## config.mk

```make
export PLATFORM = sky130hd
export DESIGN_NAME = pipelined_adder
export DESIGN_NICKNAME = d
export VERILOG_FILES = /design/src/rtl/pipelined_adder.sv
export SDC_FILE = /design/constraint.sdc
export NUM_CORES = 1
export LEC_CHECK = 0
export CAP_MARGIN = 30
export CORE_MARGIN = 3
export CORE_UTILIZATION = 50
export CTS_BUF_LIST = sky130_fd_sc_hd__clkbuf_4
export CTS_CLUSTER_DIAMETER = 100
export CTS_CLUSTER_SIZE = 24
export DETAILED_ROUTE_END_ITERATION = 8
export PLACE_DENSITY = 0.81
export RECOVER_POWER = 25
export SYNTH_ARGS = -nofsm -noshare
export SYNTH_HDL_FRONTEND = slang
export SYNTH_SLANG_ARGS = --single-unit
```

## constraint.sdc

```tcl
create_clock -name clk -period 7.1 [get_ports clk]
set_clock_uncertainty 0.05 [all_clocks]
set_input_delay 1.42 -clock clk [delete_from_list [all_inputs] [get_ports clk]]
set_output_delay 1.42 -clock clk [all_outputs]
set_load 0.1 [all_outputs]
```

## src/rtl/pipelined_adder.sv

```systemverilog
// Pipelined SIZE-bit adder/subtractor, STAGES slices of SIZE/STAGES bits each, valid/ready handshake.
// Define PIPE_ADD_OVF_EN to add the registered signed-overflow output 'ovf'.
module pipelined_adder #(
    parameter int SIZE   = 16,
    parameter int STAGES = 4
) (
    input  logic            clk,
    input  logic            rst,
    input  logic            in_valid,
    output logic            in_ready,
    input  logic [SIZE-1:0] a,
    input  logic [SIZE-1:0] b,
    input  logic            cin,
    input  logic            sub,
    output logic            out_valid,
    input  logic            out_ready,
    output logic [SIZE-1:0] sum,
    output logic            carry_out
`ifdef PIPE_ADD_OVF_EN
    ,
    output logic            ovf
`endif
);

    localparam int W    = SIZE / STAGES;
    localparam int LAST = STAGES - 1;

    logic            adv;

    logic            v_q   [STAGES];
    logic [SIZE-1:0] r_q   [STAGES];
    logic [SIZE-1:0] a_q   [STAGES];
    logic [SIZE-1:0] b_q   [STAGES];
    logic            c_q   [STAGES];

    logic            v_src [STAGES];
    logic [SIZE-1:0] r_src [STAGES];
    logic [SIZE-1:0] a_src [STAGES];
    logic [SIZE-1:0] b_src [STAGES];
    logic            c_src [STAGES];

    logic [SIZE-1:0] r_nxt [STAGES];
    logic            c_nxt [STAGES];
    logic [W:0]      slice;

    assign adv      = !out_valid || out_ready;
    assign in_ready = adv;

    // Stage 0 takes the ports (b and cin inverted for subtract); every later stage takes its predecessor.
    always_comb begin
        v_src[0] = in_valid;
        r_src[0] = '0;
        a_src[0] = a;
        b_src[0] = sub ? ~b : b;
        c_src[0] = sub ? ~cin : cin;
        for (int k = 1; k < STAGES; k++) begin
            v_src[k] = v_q[k-1];
            r_src[k] = r_q[k-1];
            a_src[k] = a_q[k-1];
            b_src[k] = b_q[k-1];
            c_src[k] = c_q[k-1];
        end
    end

    always_comb begin
        slice = '0;
        for (int k = 0; k < STAGES; k++) begin
            slice = {1'b0, a_src[k][k*W +: W]} + {1'b0, b_src[k][k*W +: W]}
                  + {{W{1'b0}}, c_src[k]};
            r_nxt[k]            = r_src[k];
            r_nxt[k][k*W +: W]  = slice[W-1:0];
            c_nxt[k]            = slice[W];
        end
    end

    // One global enable: the whole pipe shifts together or holds together, bubbles included.
    always_ff @(posedge clk) begin
        if (rst) begin
            for (int k = 0; k < STAGES; k++) begin
                v_q[k] <= 1'b0;
                r_q[k] <= '0;
                a_q[k] <= '0;
                b_q[k] <= '0;
                c_q[k] <= 1'b0;
            end
        end else if (adv) begin
            for (int k = 0; k < STAGES; k++) begin
                v_q[k] <= v_src[k];
                r_q[k] <= r_nxt[k];
                a_q[k] <= a_src[k];
                b_q[k] <= b_src[k];
                c_q[k] <= c_nxt[k];
            end
        end
    end

    assign out_valid = v_q[LAST];
    assign sum       = r_q[LAST];
    assign carry_out = c_q[LAST];

`ifdef PIPE_ADD_OVF_EN
    logic ovf_q;

    // The top slice is resolved in the last stage, so overflow is judged there from the operand sign bits.
    always_ff @(posedge clk) begin
        if (rst) begin
            ovf_q <= 1'b0;
        end else if (adv) begin
            ovf_q <= (a_src[LAST][SIZE-1] == b_src[LAST][SIZE-1])
                  && (r_nxt[LAST][SIZE-1] != a_src[LAST][SIZE-1]);
        end
    end

    assign ovf = ovf_q;
`endif

endmodule

```

==> results of run 1 <==
[area by class of cell]
class | count | area [µm²]
flip-flops and latches | 96 | 2880
fillers | 656 | 3260
clock buffers | 9 | 67.6
clock inverters | 7 | 56.3
well taps | 105 | 131
repair buffers | 59 | 596
inverters | 5 | 18.8
multi-input cells | 164 | 1240
[routing by layer]
| layer | vias to the layer above | track usage | share of wire |
|---|---|---|---|
| met5 | - | 0 | 0 |
| met3 | 9 | 0.0248 | 0.040 |
| met4 | 0 | 0.0756 | 0.022 |
| met2 | 49 | 0.209 | 0.49 |
| met1 | 1072 | 0.160 | 0.45 |
| li1 | 1148 | - | - |
[registers in the layout (all words and copies together), names as in the netlist]
signal	flops
r_q	40
a_q	24
b_q	24
c_q	4
v_q	4
[power groups by stage]
stage | clock network, µW | logic, µW | registers, µW
after global routing | 292 | 170 | 683
after CTS | 270 | 158 | 679
after global placement | 0 | 152 | 691
final | 262 | 156 | 679
after floorplan | 0 | 70.2 | 733
after detailed placement | 0 | 157 | 693
[worst max-delay path by stage]
stage,startpoint,slack (ns),to
2_1_floorplan,out_ready,2.57,a_q[0][10]
3_3_place_gp,out_ready,1.90,in_ready
3_5_place_dp,out_ready,1.90,in_ready
4_1_cts,out_ready,1.88,in_ready
5_1_grt,out_ready,1.73,in_ready
6_report,out_ready,1.79,in_ready
[cell families (layout without fill, tap and decap cells)]
family	after synthesis	count (layout)
compound gates	16	16
xor+xnor	20	20
fa+ha+maj	20	20
buf+inv	26	80
flops	96	96
mux	4	4
simple gates	104	104
[synthesized netlist by cell type]
master     n
a21o_1     7
a21oi_1    8
and3_1    71
buf_2      6
buf_6      5
buf_8      2
clkbuf_1   7
clkbuf_2   1
edfxtp_1  96
fa_1       8
ha_1      12
inv_1      4
inv_2      1
mux2i_1    4
nand2_4    1
nand2b_1   1
nand2b_4   1
nand3_1    4
nand3b_1   4
nor2_1    19
nor2b_1    2
nor3_1     1
o21ai_0    1
xnor2_1   15
xor2_1     5
[metrics by stage]
stage / setup WS, ns / hold WS, ns / instances / total power (µW)
2_1_floorplan: 2.57 / 0.478 / 286 / 803
3_3_place_gp: 1.90 / 0.481 / 428 / 843
3_5_place_dp: 1.90 / 0.485 / 429 / 850
4_1_cts: 1.88 / 0.518 / 445 / 1110
5_1_grt: 1.73 / 0.533 / 445 / 1140
6_report: 1.79 / 0.516 / 445 / 1100
==> flow_summary.yaml, run 1 <==
status:
  outcome: "finished, final reports clean"
sta:
  maximum_operating_frequency_mhz: 188
  post-route-min-period_ns: 5.31
  slew_violations: 0
  rsz0062_at_grt: "no"
  worst_relative_slew_slack: 0.350
  min_period_over_period: 0.748
  report.final.hold_viol_count: 0
  setup-tns-final_ns: 0
  setup-violations-final: 0
  timing_worst_slew_pin_value_ns: 0.972
min_path:
  min_path_type: "reg -> reg"
  hold_end: "b_q[0][26]"
  hold_path_startpoint: "b_q[0][10]"
  min_path_cells: 1
worst_setup_path:
  crit_required_ns: 5.63
  crit_family: "buffers and inverters"
  worst-r2r-setup-slack_ns: 4.69
  worst_r2r_path_depth: 3
  path_cells: "dlygate4sd3_1 > nand2b_4 > clkdlybuf4s50_1"
  critPathMaxFanout: 82
  endpoint_kind: "output port"
  timing_worst_setup_path_type: "in -> out"
  rr_startpoint: "v_q[3]"
  crit-reg2reg-capture: "b_q[0][7]"
  critPathArrivalTime_ns: 3.84
  slowest_library_cell_on_the_worst_path: "clkdlybuf4s50_1"
  critical_path_buf_inv_count: 2
  critical_path_depth: 3
  cpPeakStageDelay_ns: 1.27
  worstSetupStartpointType: "input port"
synthesis:
  synth_top_area_cell: "edfxtp_1"
  yosys.area_share.xor_xnor: 0.0409
  synth_compound_gate_area_share: 0.0228
  yosys_warnings: 0
  yosys.area_share.simple: 0.143
  syn-num-nets: 344
  yosys-mux-area-fraction: 0.00934
  synth-seq-area-share: 0.673
  ys_types: 25
  synth_area_per_cell_um2: 15.0
  ys_ff_latch: 96
  netlist_area_um2: 4290
  combinational_family_with_the_most_area_after_synthesis: "simple AND/OR/NAND/NOR gates"
  syn_inst: 286
  synth_top_area_share: 0.673
  post_synth_fa_ha_maj_area_fraction: 0.0724
  synthTopCellsByArea: "edfxtp_1, and3_1, fa_1, ha_1, xnor2_1"
placed_design:
  globalplace.congestion: 0.730
  hpwl_um: 3670
  port_buffers: 56
  dpl-instance-area_um2: 4870
cts:
  clock_tree.htree_level_count: 3
  clk_latency_worst_skew_pair_ns: 0.43
  cts-buffers-inserted: 9
  clock_net_sink_count: 96
  cts_hold_repair_buffers: 0
  cts.clk_slew.worst_paths_ns: 0.14
  tritoncts: "done"
  post-cts-setup-buffer-count: 0
  cts_root_buffer: "clkbuf_4"
  cts.repair.resized: 0
  cts_buffer_depth: 2
global_routing:
  gr-total-overflow: 0
  first_global_vias: 2185
  maximum_number_of_pins_on_one_net_before_global_route_repair: 83
  globalRouteTotalUtil: 0.128
  number_of_antenna_violations_at_the_first_check_in_global_routing: 0
  grt_pass1_wl_um: 9830
layout:
  layout_commonest_cell: "edfxtp_1"
  postLayoutCoreUtil: 0.605
  area.growth.synth_to_final_pct: 16.6
  drive_gt1_frac: 0.0676
  final_design_area_no_fill_um2: 5000
  finalNetCount: 393
  layout.cells.most_common_list: "edfxtp_1, and3_1, clkdlybuf4s50_1"
  antenna_cells_inserted: 0
power_and_ir_drop:
  clock_share_of_power: 0.239
  internal_power_uw: 809
  vdd_ir_drop_max_v: 0.0000876
  power_density_nw_per_um2: 219
  pwr-share-seq: 0.619
  p_leak_uw: 0.00228
  power_switching_share: 0.262
  comb_power_share: 0.142
  p_switching_uw: 287
floorplanning:
  io_pins: 57
  die_height_um: 98.6
  fp.dieArea_um2: 9720
  row_count: 33
  floorplan.die.width_um: 98.6
  floorplan.initialDensity: 0.519
  core-area_um2: 8260
run:
  timing.max_cap.violations: 0
detailed_routing:
  detail_route.wirelength_um: 6020
  via_count: 2278
  detail_route.drc_violations: 0
  first_pass_iters: 4
  post_detailed_route_count_of_antenna_violating_nets: 0
  dr.first_iter.drc_count: 166
  routed_via_density: 5.12
  avgRoutedWirePerCell_um: 13.5
No activity file was read; power rests on OpenSTA's default activity.
==> run 2, diff against run 1 <==
--- a/config.mk
+++ b/config.mk
@@ -12,7 +12,7 @@
 export CTS_CLUSTER_DIAMETER = 100
 export CTS_CLUSTER_SIZE = 24
 export DETAILED_ROUTE_END_ITERATION = 8
-export PLACE_DENSITY = 0.81
+export PLACE_DENSITY = 0.83
 export RECOVER_POWER = 25
 export SYNTH_ARGS = -nofsm -noshare
 export SYNTH_HDL_FRONTEND = slang
==> constraint.sdc (replaced) <==
create_clock -name clk -period 4.6 [get_ports clk]
set_clock_uncertainty 0.05 [all_clocks]
set_input_delay 0.92 -clock clk [delete_from_list [all_inputs] [get_ports clk]]
set_output_delay 0.92 -clock clk [all_outputs]
set_load 0.1 [all_outputs]
==> run 2 against run 1 <==
Net effect:
- the run now ends with max-capacitance violations, max-slew violations left
- sequential share of layout area up 0.13 points
- cell count up 0.22%
- first-iteration DRC count up 1.8%
- critical path depth up 1
==> flow_summary.yaml, run 2 (synthesis gave the netlist of run 1 again) <==
layout:
  postLayoutCoreUtil: 0.604
  largest_register: "r_q"
  area.growth.synth_to_final_pct: 16.3
  largest_register_ff_count: 40
  antenna_cells_inserted: 0
  layout.cells.most_common_list: "edfxtp_1, and3_1, clkdlybuf4s50_1"
  layout_commonest_cell: "edfxtp_1"
  drive_gt1_frac: 0.0645
  layout_top_registers: "r_q: 40 flops, a_q: 24 flops, b_q: 24 flops"
  final_design_area_no_fill_um2: 4990
  finalNetCount: 394
placed_design:
  port_buffers: 56
  globalplace.congestion: 0.733
  dpl-instance-area_um2: 4890
  hpwl_um: 4170
sta:
  report.final.hold_viol_count: 0
  rsz0062_at_grt: "no"
  slew_violations: 42
  timing_worst_slew_pin_value_ns: 2.04
  maximum_operating_frequency_mhz: 289
  post-route-min-period_ns: 3.46
  worst_relative_slew_slack: -0.362
  setup-tns-final_ns: 0
  setup-violations-final: 0
  min_period_over_period: 0.753
power_and_ir_drop:
  vdd_ir_drop_max_v: 0.000191
  internal_power_uw: 1240
  power_switching_share: 0.258
  pwr-share-seq: 0.627
  clock_share_of_power: 0.228
  comb_power_share: 0.145
  p_leak_uw: 0.00225
  p_switching_uw: 432
  power_density_nw_per_um2: 336
worst_setup_path:
  critPathMaxFanout: 55
  cpPeakStageDelay_ns: 1.52
  endpoint_kind: "register"
  slowest_library_cell_on_the_worst_path: "nand2b_1"
  critPathArrivalTime_ns: 3.52
  crit_required_ns: 4.66
  worstSetupStartpointType: "input port"
  path_cells: "dlygate4sd3_1 > nand2b_1 > nand2b_1 > buf_16"
  critical_path.most_common_cell: "nand2b_1"
  timing_worst_setup_path_type: "in -> reg"
  critical_path_buf_inv_count: 2
  crit_family: "simple AND/OR/NAND/NOR gates"
cts:
  clk_latency_worst_skew_pair_ns: 0.42
  clock_net_sink_count: 96
  cts.clk_slew.worst_paths_ns: 0.15
  cts.repair.resized: 0
  cts_buffer_depth: 2
  cts_root_buffer: "clkbuf_4"
  post-cts-setup-buffer-count: 0
  clock_tree.htree_level_count: 3
  cts_hold_repair_buffers: 0
  cts-buffers-inserted: 9
  tritoncts: "done"
detailed_routing:
  via_count: 2345
  detail_route.wirelength_um: 6620
  avgRoutedWirePerCell_um: 14.8
  post_detailed_route_count_of_antenna_violating_nets: 0
  dr.first_iter.drc_count: 169
  routed_via_density: 5.26
  detail_route.drc_violations: 0
  first_pass_iters: 4
global_routing:
  number_of_antenna_violations_at_the_first_check_in_global_routing: 0
  globalRouteTotalUtil: 0.140
  maximum_number_of_pins_on_one_net_before_global_route_repair: 81
  first_global_vias: 2330
  gr-total-overflow: 0
  grt_pass1_wl_um: 10800
floorplanning:
  floorplan.die.width_um: 98.6
  io_pins: 57
  die_height_um: 98.6
  row_count: 33
  floorplan.initialDensity: 0.519
  core-area_um2: 8260
  fp.dieArea_um2: 9720
status:
  violations: "max-capacitance violations, max-slew violations"
  outcome: "finished, violations left"
run:
  timing.max_cap.violations: 1
min_path:
  min_path_type: "reg -> reg"
## run 2: cell count changes in the layout (fill, tap and decap cells not counted), sizes merged
| cell | change |
|---|---|
| clkinvlp | +3 |
| clkdlybuf4s50 | -1 |
| clkinv | -2 |
| inv | -1 |
| buf | +2 |
## run 2: stage by stage
stage / hold slack, ns / total power (µW) / cells / worst slack (ns)
2_1_floorplan: 0.478 / 1240 / 286 / 0.569
3_3_place_gp: 0.481 / 1300 / 429 / 1.44
3_5_place_dp: 0.485 / 1320 / 430 / 1.39
4_1_cts: 0.511 / 1690 / 446 / 1.61
5_1_grt: 0.526 / 1750 / 446 / 0.994
6_report: 0.503 / 1670 / 446 / 1.14
## run 2: worst register-to-register path: stages (launching register included)
cell and delay, ns:
edfxtp_1 0.42, nand2b_1 0.16, nand2b_1 1.52, buf_16 0.34
## run 2: routing by layer
metal | up-vias | wire length, µm | global-route usage
met2 | 56 | 3490 | 0.238
met3 | 13 | 251 | 0.0269
met4 | 0 | 130 | 0.0704
li1 | 1146 | - | -
met1 | 1130 | 2750 | 0.172
met5 | - | 0 | 0
## run 2: final timing paths
path | startpoint | cells after the start | slack [ns] | endpoint
worst max-delay path | out_ready | 4 | 1.14 | a_q[0][12]
worst min-delay path | r_q[0][2] | 1 | 0.50 | r_q[1][2]
worst max register to register | v_q[3] | 3 | 1.76 | a_q[0][12]
worst min register to register | r_q[0][2] | 1 | 0.50 | r_q[1][2]
## run 2: area by class of cell
type / instances / area, µm²
clock buffers: 9 / 67.6
clock inverters: 7 / 47.5
fillers: 651 / 3270
inverters: 5 / 18.8
multi-input cells: 164 / 1230
flip-flops and latches: 96 / 2880
well taps: 105 / 131
repair buffers: 60 / 608
## run 2: power groups by stage
stage,Clock [µW],Combinational (µW),Sequential (µW)
6_report,382,243,1050
3_3_place_gp,0,236,1070
5_1_grt,434,263,1060
2_1_floorplan,0,108,1130
4_1_cts,397,247,1050
3_5_place_dp,0,246,1070
